==> src/rtl/cache_pkg.sv <==
// Shared widths and FSM state encoding for the direct-mapped cache controller.
package cache_pkg;
    localparam int ADDR_WIDTH  = 3;
    localparam int DATA_WIDTH  = 4;
    localparam int INDEX_WIDTH = 2;
    localparam int TAG_WIDTH   = ADDR_WIDTH - INDEX_WIDTH;

    typedef enum logic [2:0] {
        IDLE      = 3'd0,
        COMPARE   = 3'd1,
        WRITEBACK = 3'd2,
        ALLOCATE  = 3'd3,
        FILL      = 3'd4
    } state_t;
endpackage

==> src/rtl/cache_line_array.sv <==
// Per-line valid/dirty/tag/data storage: combinational read by index,
// separate fill and CPU-write enables (fill wins if both are asserted).
module cache_line_array
    import cache_pkg::*;
#(
    parameter int IDX_W  = cache_pkg::INDEX_WIDTH,
    parameter int TAG_W  = cache_pkg::TAG_WIDTH,
    parameter int DATA_W = cache_pkg::DATA_WIDTH
) (
    input  logic              i_clk,
    input  logic              i_rst,
    input  logic [IDX_W-1:0]  i_index,
    input  logic              i_fill_we,
    input  logic [TAG_W-1:0]  i_fill_tag,
    input  logic [DATA_W-1:0] i_fill_data,
    input  logic              i_cpu_we,
    input  logic [DATA_W-1:0] i_cpu_data,
    output logic              o_valid,
    output logic              o_dirty,
    output logic [TAG_W-1:0]  o_tag,
    output logic [DATA_W-1:0] o_data
);
    localparam int unsigned LINES = 2**IDX_W;

    logic [LINES-1:0]  r_valid;
    logic [LINES-1:0]  r_dirty;
    logic [TAG_W-1:0]  r_tag  [LINES];
    logic [DATA_W-1:0] r_data [LINES];

    always_ff @(posedge i_clk or posedge i_rst) begin
        if (i_rst) begin
            r_valid <= '0;
            r_dirty <= '0;
            for (int unsigned i = 0; i < LINES; i++) begin
                r_tag[i]  <= '0;
                r_data[i] <= '0;
            end
        end else if (i_fill_we) begin
            r_valid[i_index] <= 1'b1;
            r_dirty[i_index] <= 1'b0;
            r_tag[i_index]   <= i_fill_tag;
            r_data[i_index]  <= i_fill_data;
        end else if (i_cpu_we) begin
            r_dirty[i_index] <= 1'b1;
            r_data[i_index]  <= i_cpu_data;
        end
    end

    assign o_valid = r_valid[i_index];
    assign o_dirty = r_dirty[i_index];
    assign o_tag   = r_tag[i_index];
    assign o_data  = r_data[i_index];
endmodule

==> src/rtl/cache_controller.sv <==
// Direct-mapped write-back/write-allocate cache in front of a registered word memory.
// Optional hit/miss counters are built only when CACHE_STATS_EN is defined.
module cache_controller
    import cache_pkg::*;
#(
    parameter int ADDR_WIDTH  = cache_pkg::ADDR_WIDTH,
    parameter int DATA_WIDTH  = cache_pkg::DATA_WIDTH,
    parameter int INDEX_WIDTH = cache_pkg::INDEX_WIDTH
) (
    input  logic                  clock,
    input  logic                  reset,
    input  logic                  cpu_req,
    input  logic                  cpu_write,
    input  logic [ADDR_WIDTH-1:0] cpu_address,
    input  logic [DATA_WIDTH-1:0] cpu_data_in,
    output logic [DATA_WIDTH-1:0] cpu_data_out,
    output logic                  cpu_ready,
    output logic                  mem_write,
    output logic [ADDR_WIDTH-1:0] mem_address,
    output logic [DATA_WIDTH-1:0] mem_data_out,
    input  logic [DATA_WIDTH-1:0] mem_data_in,
    output logic [7:0]            hit_count,
    output logic [7:0]            miss_count
);
    localparam int TAG_W = ADDR_WIDTH - INDEX_WIDTH;

    state_t                r_state;
    logic                  r_req_write;
    logic [ADDR_WIDTH-1:0] r_req_addr;
    logic [DATA_WIDTH-1:0] r_req_data;

    logic [INDEX_WIDTH-1:0] w_index;
    logic [TAG_W-1:0]       w_tag;
    logic                   w_line_valid;
    logic                   w_line_dirty;
    logic [TAG_W-1:0]       w_line_tag;
    logic [DATA_WIDTH-1:0]  w_line_data;
    logic                   w_hit;
    logic                   w_fill_we;
    logic                   w_cpu_we;

    assign w_index   = r_req_addr[INDEX_WIDTH-1:0];
    assign w_tag     = r_req_addr[ADDR_WIDTH-1:INDEX_WIDTH];
    assign w_hit     = w_line_valid && (w_line_tag == w_tag);
    assign w_fill_we = (r_state == FILL);
    assign w_cpu_we  = (r_state == COMPARE) && w_hit && r_req_write;

    cache_line_array #(
        .IDX_W  (INDEX_WIDTH),
        .TAG_W  (TAG_W),
        .DATA_W (DATA_WIDTH)
    ) u_lines (
        .i_clk       (clock),
        .i_rst       (reset),
        .i_index     (w_index),
        .i_fill_we   (w_fill_we),
        .i_fill_tag  (w_tag),
        .i_fill_data (mem_data_in),
        .i_cpu_we    (w_cpu_we),
        .i_cpu_data  (r_req_data),
        .o_valid     (w_line_valid),
        .o_dirty     (w_line_dirty),
        .o_tag       (w_line_tag),
        .o_data      (w_line_data)
    );

    // Memory-side outputs are loaded on entry to WRITEBACK/ALLOCATE so the
    // memory sees them for the whole state and samples them on its closing edge.
    always_ff @(posedge clock or posedge reset) begin
        if (reset) begin
            r_state      <= IDLE;
            r_req_write  <= 1'b0;
            r_req_addr   <= '0;
            r_req_data   <= '0;
            cpu_ready    <= 1'b0;
            cpu_data_out <= '0;
            mem_write    <= 1'b0;
            mem_address  <= '0;
            mem_data_out <= '0;
        end else begin
            cpu_ready <= 1'b0;
            mem_write <= 1'b0;
            case (r_state)
                IDLE: begin
                    if (cpu_req) begin
                        r_req_write <= cpu_write;
                        r_req_addr  <= cpu_address;
                        r_req_data  <= cpu_data_in;
                        r_state     <= COMPARE;
                    end
                end
                COMPARE: begin
                    if (w_hit) begin
                        cpu_data_out <= r_req_write ? r_req_data : w_line_data;
                        cpu_ready    <= 1'b1;
                        r_state      <= IDLE;
                    end else if (w_line_valid && w_line_dirty) begin
                        mem_write    <= 1'b1;
                        mem_address  <= {w_line_tag, w_index};
                        mem_data_out <= w_line_data;
                        r_state      <= WRITEBACK;
                    end else begin
                        mem_address <= r_req_addr;
                        r_state     <= ALLOCATE;
                    end
                end
                WRITEBACK: begin
                    mem_address <= r_req_addr;
                    r_state     <= ALLOCATE;
                end
                ALLOCATE: r_state <= FILL;
                FILL:     r_state <= COMPARE;
                default:  r_state <= IDLE;
            endcase
        end
    end

`ifdef CACHE_STATS_EN
    // Set after a fill so the re-compare that completes a miss is not counted as a hit.
    logic r_refill;

    always_ff @(posedge clock or posedge reset) begin
        if (reset) begin
            r_refill <= 1'b0;
        end else if (r_state == FILL) begin
            r_refill <= 1'b1;
        end else if (r_state == IDLE) begin
            r_refill <= 1'b0;
        end
    end

    always_ff @(posedge clock or posedge reset) begin
        if (reset) begin
            hit_count  <= '0;
            miss_count <= '0;
        end else if ((r_state == COMPARE) && !r_refill) begin
            if (w_hit) begin
                if (hit_count != 8'hFF) hit_count <= hit_count + 8'd1;
            end else begin
                if (miss_count != 8'hFF) miss_count <= miss_count + 8'd1;
            end
        end
    end
`else
    assign hit_count  = '0;
    assign miss_count = '0;
`endif
endmodule

==> config.mk <==
export PLATFORM = sky130hd
export DESIGN_NAME = cache_controller
export DESIGN_NICKNAME = d
export VERILOG_FILES = /design/src/rtl/cache_pkg.sv /design/src/rtl/cache_line_array.sv /design/src/rtl/cache_controller.sv
export SDC_FILE = /design/constraint.sdc
export NUM_CORES = 1
export LEC_CHECK = 0
export BUFFER_PORTS_ARGS = -buffer_cell sky130_fd_sc_hd__buf_4
export CAP_MARGIN = 20
export CORE_MARGIN = 5
export CORE_UTILIZATION = 35
export DETAILED_ROUTE_END_ITERATION = 6
export GPL_ROUTABILITY_DRIVEN = 0
export PLACE_DENSITY = 0.63
export SETUP_SLACK_MARGIN = 0.05
export SLEW_MARGIN = 20
export SYNTH_ARGS = -nofsm -noshare
export SYNTH_HDL_FRONTEND = slang
export SYNTH_SLANG_ARGS = --single-unit
==> constraint.sdc <==
create_clock -name clock -period 3.4 [get_ports clock]
set_input_delay 0.17 -clock clock [delete_from_list [all_inputs] [get_ports clock]]
set_output_delay 0.17 -clock clock [all_outputs]
set_load 0.03 [all_outputs]
==> impl_results.md <==
- I/O Pins: 44
- Reg-to-reg endpoint: u_lines.r_data[9]
- Core area: 0.00676 mm²
- Clk slew on worst S/H paths: 90 ps
- Worst IR drop on VDD: 217 µV
- Reg2reg setup slack: 1060 ps
- Clock tree buffer depth: 2
- Number of flops mapped to enable cells by yosys: 0
- Final wirelength: 4570 µm
- Horiz. Die Dim: 93.3 µm
- Yosys reg bits: 52
- Mapped cell area: 0.00243 mm²
- Setup crit end kind: flip-flop
- Area Overhead vs Synth: 12.8%
- CP Data Arrival Time: 2540 ps
- Worst Path Required: 3590 ps
- Starting Density: 0.359
- Cts repair resizes: 0
- Max-slew violation count: 0
- Clk_skew: 6.69 ps
- Final setup fails: 0
- Die area: 0.00870 mm²
- Max_slew headroom: 0.426
- RSZ-0062 raised after global routing: no
- Clock Root Buffer: clkbuf_8
- CP startpoint kind: flip-flop
- First-pass GRT wire length: 7620 µm
- Fill cells: 629
- Gate Count Post-Synth: 186
- Post-CTS setup buffers: 0
- Diodes inserted: 0
- LEAKAGE: 1.22 nW
- Post-synth top flop: dfrtp_1
- Tightest Pin Transition: 861 ps
- Status: complete, no violations
- Maxcap violations: 0
- Synth warn: 0
- Hold WC Path Type: input port to async pin
- Total CTS buffers: 5
- Number of port buffers: 27
- Row count: 30
- DR WL/cell: 15.6 µm
- Share of post-route cells with drive strength above 1: 0.322
- Total GRT Usage: 0.112
- Clock sink count: 52
- Min cycle time layout: 2340 ps
- Nets@finish: 228
- Vias in the first global route: 1469
- Post-CTS Hold Buffers: 0
- Die height: 93.3 µm
- DRT Pass-1 Iters: 4
- Worst r2r src: r_req_addr[0]
- Post-route ant nets: 0
- Final period util: 0.689
- Tot Pwr: 2.68 mW
- Largest net degree at the start of global routing: 53
- Synth cell types: 33
- R2R depth: 6
- Total grt overflow: 0
- Vias: 1488
- Syn Area/Cell: 13.1 µm²
- Crit Path Class: flip-flop to flip-flop
- Fin. Hold Viols: 0
- CTS tree: done
- DRT iter0 DRCs: 51
- Async set or reset register ratio after synthesis: 1.00
- DRC Markers: 0
- Via density: 5.06
- Post-Layout Cell Count: 294
- Critical path peak fanout: 18
- DP Cell Count: 286
- Power per cell area: 979 mW/mm²
- Clk Latency, worst-skew pair: 300 ps
- HPWL Detailed: 3400 µm
- Antenna violations before repair: 0
- FMAX: 0.427 GHz
- Seq/Total Area, Yosys: 0.536
- Setup_tns: 0 ps
- CTS H-Tree Depth: 2
## stage by stage
stage	hold WS, ps	utilization	setup WS (ps)	area [µm²]
2_1_floorplan	309	-	1400	2480
3_3_place_gp	404	0.391	1110	2640
3_5_place_dp	408	0.391	1060	2640
4_1_cts	86.5	0.405	1050	2740
5_1_grt	89.3	0.405	912	2740
6_report	20.2	0.405	1060	2740
## power by group
part           internal, mW  total, mW  leakage, nW  switching (mW)
logic                 0.589       1.19        0.533           0.600
clock network         0.166      0.359       0.0445           0.193
registers             0.905       1.13        0.645           0.229
## critical path, stage by stage (launching register included)
cell and delay (ps):
dfrtp_1 400, buf_4 270, mux4_1 610, and4b_1 260, nand3_2 240, a21oi_1 200, o22a_1 260
## kinds of logic (layout without fill, tap and decap cells)
| group | Yosys count | after routing | synth area share |
|---|---|---|---|
| flops | 52 | 52 | 0.536 |
| compound gates | 39 | 39 | 0.130 |
| simple gates | 34 | 34 | 0.0758 |
| mux | 30 | 30 | 0.171 |
| buf+inv | 29 | 42 | 0.0742 |
| other cells | 1 | 16 | 0.00154 |
| xor+xnor | 1 | 1 | 0.0113 |
## cell type report
class                           count  area (µm²)  share of cell area
Inverter                            4        16.3             0.00594
Clock inverter                      1        7.51             0.00274
Tap cell                           80         100              0.0365
Clock buffer                        7        86.3              0.0315
Multi-Input combinational cell    120        1000               0.366
Sequential cell                    52        1300               0.475
Timing Repair Buffer               30         225              0.0822
## worst max-delay path by stage
stage	end	slack (ps)	cells after the start	startpoint
floorplan	u_lines.r_data[13]	1400	6	r_req_addr[0]
global placement	u_lines.r_data[15]	1110	6	r_req_addr[0]
detailed placement	u_lines.r_data[7]	1060	6	r_req_addr[0]
CTS	u_lines.r_data[9]	1050	6	r_req_addr[0]
global route	u_lines.r_data[11]	910	6	r_req_addr[0]
finish	u_lines.r_data[9]	1060	6	r_req_addr[0]
## layer usage
| layer | routed length, µm | up-vias | track usage |
|---|---|---|---|
| li1 | - | 701 | - |
| met1 | 2140 | 735 | 0.157 |
| met2 | 2100 | 48 | 0.164 |
| met3 | 297 | 4 | 0.0346 |
| met4 | 39 | 0 | 0.0354 |
| met5 | 0 | - | 0 |
## cell usage after synthesis, types with 2 or more instances
master	n	share of area
buf_1	3	0.0046
buf_4	16	0.049
inv_1	4	0.0062
and3b_1	2	0.0072
o21ai_0	7	0.014
nor2_1	9	0.014
mux2i_1	5	0.021
dfrtp_1	52	0.54
mux2_2	18	0.084
nand2b_1	4	0.010
buf_2	3	0.0062
o22a_1	19	0.069
or2_2	3	0.0077
nor3_1	2	0.0041
nand2_1	10	0.015
a21oi_1	3	0.0062
o32a_1	4	0.016
mux4_2	6	0.056
clkbuf_1	2	0.0031
## placed cells by master (no fill, tap or decap), types with 2 or more instances in the layout
cell	netlist	routed
mux2_2	18	18
dfrtp_1	52	52
a21oi_1	3	3
o21ai_0	7	7
and3b_1	2	2
or2_2	3	3
mux2i_1	5	5
nor3_1	2	2
mux4_2	6	6
nand2b_1	4	4
nor2_1	9	9
clkbuf_8	0	6
inv_1	4	3
o22a_1	19	19
o32a_1	4	4
conb_1	1	16
buf_4	16	30
nand2_1	10	10
## state kept, by name, indices dropped and copies added (netlist names), 3 cells and up, named ones only
name	count
cpu_data_out	4
u_lines.r_valid	4
u_lines.r_tag	4
u_lines.r_data	16
r_state	3
r_req_addr	3
mem_address	3
r_req_data	4
mem_data_out	4
Note: power is estimated with default switching activity, not from simulation.
